==> src/rtl/irq_pkg.sv <==
// Shared types and helpers for the interrupt requester and the decoder side.
package irq_pkg;

  // Bit N_SRC-1 is the highest-priority source.
  localparam int unsigned N_SRC = 3;

  typedef enum logic [1:0] {
    IDLE,
    PRESENT,
    GAP
  } irq_state_t;

  // One-hot vector of the highest set bit of req; zero when req is zero.
  function automatic logic [N_SRC-1:0] prio_onehot(input logic [N_SRC-1:0] req);
    logic [N_SRC-1:0] res;
    res = '0;
    // Later (higher) bits overwrite earlier ones, leaving only the top set bit.
    for (int i = 0; i < int'(N_SRC); i++) begin
      if (req[i]) begin
        res    = '0;
        res[i] = 1'b1;
      end
    end
    return res;
  endfunction

endpackage

==> src/rtl/irq_priority_pick.sv <==
// Combinational fixed-priority picker: one-hot of the highest requesting source.
module irq_priority_pick
  import irq_pkg::*;
(
  input  logic [N_SRC-1:0] req_i,
  output logic [N_SRC-1:0] sel_o,
  output logic             any_o
);

  // Priority selection and request-present flag.
  always_comb begin
    sel_o = prio_onehot(req_i);
    any_o = |req_i;
  end

endmodule

==> src/rtl/interrupt_requester.sv <==
// Latches interrupt events into a pending vector and presents the highest-priority
// enabled source as a one-hot code over a valid/ready handshake, with a quiet gap
// after every acknowledge.
module interrupt_requester
  import irq_pkg::*;
#(
  parameter int unsigned GAP_CYCLES = 2
) (
  input  logic             clk,
  input  logic             rst,
  input  logic [N_SRC-1:0] src_evt,
  input  logic [N_SRC-1:0] mask,
  input  logic             irq_ready,
  output logic             irq_valid,
  output logic [N_SRC-1:0] sel,
  output logic [N_SRC-1:0] pending,
  output logic             overflow
);

  // $clog2(1) is 0, so a zero gap still gets a one-bit counter.
  localparam int unsigned CntW = (GAP_CYCLES > 0) ? $clog2(GAP_CYCLES + 1) : 1;
  localparam logic [CntW-1:0] GapLoad = CntW'(GAP_CYCLES);
  localparam logic [CntW-1:0] CntOne  = CntW'(1);

  irq_state_t       state_q, state_d;
  logic [N_SRC-1:0] sel_q, sel_d;
  logic             valid_q, valid_d;
  logic [N_SRC-1:0] pend_q, pend_d;
  logic             ovf_q, ovf_d;
  logic [CntW-1:0]  cnt_q, cnt_d;

  logic [N_SRC-1:0] ack_clr;
  logic [N_SRC-1:0] pick_sel;
  logic             pick_any;

  irq_priority_pick u_pick (
    .req_i (pend_q & mask),
    .sel_o (pick_sel),
    .any_o (pick_any)
  );

  // Pending and overflow bookkeeping; a new event on the bit being acked re-arms it.
  always_comb begin
    ack_clr = (valid_q && irq_ready) ? sel_q : '0;
    pend_d  = (pend_q & ~ack_clr) | src_evt;
    ovf_d   = ovf_q | (|(src_evt & pend_q & ~ack_clr));
  end

  // Presentation FSM: pick in IDLE, hold in PRESENT, count down the quiet gap in GAP.
  always_comb begin
    state_d = state_q;
    sel_d   = sel_q;
    valid_d = valid_q;
    cnt_d   = cnt_q;
    unique case (state_q)
      IDLE: begin
        if (pick_any) begin
          sel_d   = pick_sel;
          valid_d = 1'b1;
          state_d = PRESENT;
        end
      end
      PRESENT: begin
        // sel is frozen here; mask and new events only matter at the next pick.
        if (irq_ready) begin
          sel_d   = '0;
          valid_d = 1'b0;
          if (GAP_CYCLES > 0) begin
            state_d = GAP;
            cnt_d   = GapLoad;
          end else begin
            state_d = IDLE;
          end
        end
      end
      GAP: begin
        if (cnt_q <= CntOne) begin
          cnt_d   = '0;
          state_d = IDLE;
        end else begin
          cnt_d = cnt_q - CntOne;
        end
      end
      default: begin
        state_d = IDLE;
        sel_d   = '0;
        valid_d = 1'b0;
        cnt_d   = '0;
      end
    endcase
  end

  // State registers with synchronous reset; reset drops any in-flight request.
  always_ff @(posedge clk) begin
    if (rst) begin
      state_q <= IDLE;
      sel_q   <= '0;
      valid_q <= 1'b0;
      pend_q  <= '0;
      ovf_q   <= 1'b0;
      cnt_q   <= '0;
    end else begin
      state_q <= state_d;
      sel_q   <= sel_d;
      valid_q <= valid_d;
      pend_q  <= pend_d;
      ovf_q   <= ovf_d;
      cnt_q   <= cnt_d;
    end
  end

  assign irq_valid = valid_q;
  assign sel       = sel_q;
  assign pending   = pend_q;
  assign overflow  = ovf_q;

endmodule
==> config.mk <==
export PLATFORM = sky130hd
export DESIGN_NAME = interrupt_requester
export DESIGN_NICKNAME = d
export VERILOG_FILES = /design/src/rtl/irq_pkg.sv /design/src/rtl/irq_priority_pick.sv /design/src/rtl/interrupt_requester.sv
export SDC_FILE = /design/constraint.sdc
export NUM_CORES = 1
export LEC_CHECK = 0
export CELL_PAD_IN_SITES_DETAIL_PLACEMENT = 1
export CELL_PAD_IN_SITES_GLOBAL_PLACEMENT = 1
export CORE_MARGIN = 4
export CORE_UTILIZATION = 37
export CTS_CLUSTER_DIAMETER = 80
export DETAILED_ROUTE_END_ITERATION = 16
export DONT_BUFFER_PORTS = 1
export PLACE_DENSITY = 0.75
export SETUP_SLACK_MARGIN = 0.5
export SLEW_MARGIN = 40
export SYNTH_ARGS = -nofsm -noshare
export SYNTH_HDL_FRONTEND = slang
export SYNTH_SLANG_ARGS = --single-unit
==> constraint.sdc <==
create_clock -name clk -period 1.5 [get_ports clk]
set_input_delay 0.3 -clock clk [delete_from_list [all_inputs] [get_ports clk]]
set_output_delay 0.3 -clock clk [all_outputs]
set_load 0.03 [all_outputs]
==> metrics.md <==
| Metric | Value |
|---|---|
| Status | `finished clean` |
| TritonRoute pass-1 iters | `4` |
| Share of layout cells above drive strength 1 | `47.5%` |
| Post-route ant nets | `0` |
| Post-synth EDFFs | `0` |
| Max-cap violations | `0` |
| Post-Syn Instances | `70` |
| Mapped cell area | `594 um2` |
| Iteration-0 DRC Markers | `5` |
| Critical Path End | `cnt_q[0]$_SDFFE_PP0P_` |
| Pwr per Cell Area | `1780 nW/um2` |
| CTS tree | `done` |
| Post-synth top area cell | `dfxtp_1` |
| DR vias | `565` |
| CP peak stage delay | `0.49 ns` |
| Inserted Diodes | `0` |
| Worst Setup End Kind | `flop` |
| Synth cell types | `23` |
| RSZ-0062 raised after global routing | `true` |
| DP Area | `683 um2` |
| Simple-Gate Fraction of Synth Area | `23.4%` |
| Max Slew Vio Count | `0` |
| First-pass GRT wire length | `2550 um` |
| Worst vdd ir | `0.799 mV` |
| Final setup vio count | `0` |
| Die area | `2310 um2` |
| Pleak | `0.000306 uW` |
| Site Rows | `14` |
| All-Layer GR Usage | `16.6%` |
| Largest family of logic cells by synthesized area | `simple AND/OR/NAND/NOR gates` |
| Yosys top cell area share | `40.4%` |
| CTS Sinks | `12` |
| Yosys reg bits | `12` |
| Placer Congestion | `0.785` |
| Final Hold Fails | `0` |
| Worst-Skew Late Latency | `0.28 ns` |
| Top cells by area, synth | `dfxtp_1, ha_1, nand3_1` |
| Proportion of synthesized area in mux cells | `1.68%` |
| Final Non-Filler Cells | `96` |
| Slew at the pin closest to its max-slew limit | `0.223 ns` |
| Setup Slack @ Placement | `0.109 ns` |
| Yosys warning count | `0` |
| CP max FO | `4` |
| XOR/XNOR share of the synthesized area | `0%` |
| Layout Nets | `94` |
| RR Startpoint | `state_q[1]$_SDFFE_PP0P_` |
| Final wirelength | `1770 um` |
| F_max | `704 MHz` |
| Core ar. | `1510 um2` |
| Cts hold-fix bufs | `0` |
| Area fraction in compound gates after synthesis | `22.3%` |
| Worst-path clk slew | `0.10 ns` |
| Post-synth top cells | `dfxtp_1, nor2_1, nand3_1` |
| Critical Path RT | `1.72 ns` |
| Fin area | `852 um2` |
| Vias in the first global route | `520` |
| Via density | `5.89` |
| HP Class | `in -> reg` |
| Relative slew margins | `85.2%` |
| Overall die height | `48.1 um` |
| Num CTS Buffers | `3` |
| Die width | `48.1 um` |
| Critical Path, Cell by Cell | `inv_4 -> ha_4 -> nor2b_4 -> or4_1 -> a21oi_2` |
| Critical path arrival | `1.64 ns` |
| Area growth syn-to-layout | `43.4%` |
| Avg Cell Area, Syn | `8.49 um2` |
| Critical path launch point type | `flop` |
| Period utilization | `94.7%` |
| Io pins | `17` |
| Seq/Total Area, Yosys | `40.4%` |
| Max Root-Sink Buffers | `2` |
| Root Driver | `clkbuf_4` |
| Post-synth ARST share | `0%` |
| Post-DP HPWL | `1140 um` |
| Setup Skew | `0.0151 ns` |
| Drt wl/cell | `18.5 um` |
| Htree depth | `1` |
| Synthesized net count | `83` |
| Reg2Reg Setup Slack | `0.08 ns` |
| Post-route minimum period | `1.42 ns` |
| Initial antenna violation count | `0` |
| RR Endpoint | `cnt_q[0]$_SDFFE_PP0P_` |
| Reg2reg path depth | `5` |
| Synth Flop Type | `dfxtp_1` |
| Post-synthesis adder-cell area fraction | `8.42%` |
| CP max-delay cell | `or4_1` |
| Tot Pwr | `1520 uW` |
| DRC Markers | `0` |
| Largest net degree at the start of global routing | `14` |
| Total grt overflow | `0` |
| Setup slack after layout | `0.0802 ns` |
| Beginning of the critical path | `state_q[1]$_SDFFE_PP0P_` |
| Cell with the most instances after synthesis | `dfxtp_1` |
| Port bufs | `0` |
| Final setup TNS | `0 ns` |
| Worst Setup Path Type | `reg -> reg` |
| Placed insts | `88` |
| Initial Util | `39.5%` |
## sequential cells by signal, summed over array words and instances, names as in the netlist
register / count
pending: 3
sel: 3
overflow: 1
cnt_q: 2
state_q: 2
irq_valid: 1
## area by class of cell
| type | count | area, um2 |
|---|---|---|
| timing repair buffer | 7 | 63.8 |
| inverter | 5 | 23.8 |
| multi-input combinational | 52 | 435 |
| tap | 16 | 20.0 |
| clock buffer | 4 | 36.3 |
| sequential | 12 | 273 |
| fill | 169 | 654 |
## routing by layer
layer,vias to the layer above,share of wire [%],GRT usage [%]
li1,275,-,-
met1,276,47,23.2
met2,12,47,24.0
met3,2,5.9,4.51
met4,0,0.79,6.45
met5,-,0,0
## kinds of logic (layout without fill, tap and decap cells)
family / after synthesis / count (layout)
simple gates: 28 / 28
compound gates: 19 / 19
buf+inv: 6 / 16
flops: 12 / 12
mux: 1 / 1
fa+ha+maj: 4 / 4
## where the power goes
part,internal (uW),leakage [uW],total (uW),switching (uW)
registers,402,0.000104,537,135
clock network,147,0.0000210,269,121
logic,352,0.000181,711,359
## worst min-delay path by stage
stage | start | end | depth (start not counted)
after floorplan | src_evt[0] | pending[0]$_SDFF_PP0_ | 2
after global placement | rst | sel[2]$_SDFFE_PP0P_ | 1
after detailed placement | rst | sel[2]$_SDFFE_PP0P_ | 1
after CTS | rst | irq_valid$_SDFFE_PP0P_ | 1
after global routing | rst | sel[2]$_SDFFE_PP0P_ | 1
final | rst | cnt_q[0]$_SDFFE_PP0P_ | 1
## worst max-delay path, delay by kind of cell (launching register included)
family	cells	cell delay, ns
and+or+nand+nor	2	0.63
DFF	1	0.39
adders and majority gates	1	0.16
AOI/OAI and AO/OA	1	0.13
buffers and inverters	1	0.05
## metrics by stage
stage	hold slack (ns)	util (%)
floorplan	0.417	-
global placement	0.366	45.3
detailed placement	0.368	45.3
CTS	0.0697	53.6
global route	0.0554	56.6
finish	0.0666	56.6
## placed cells by master, fill, tap and decap left out, types with 4 or more instances in the layout
master | Yosys | final
buf_4 | 0 | 4
nor2_1 | 9 | 6
nand3_1 | 8 | 8
dfxtp_4 | 0 | 8
a21oi_1 | 6 | 4
a31oi_1 | 4 | 4
## repair_timing
action                                  in CTS  in global routing
setup buffers                                4                  0
gates resized for setup                     20                 10
pin swaps                                    4                  6
endpoints found under the setup margin      18                 16
Note: power is estimated with default switching activity, not from simulation.
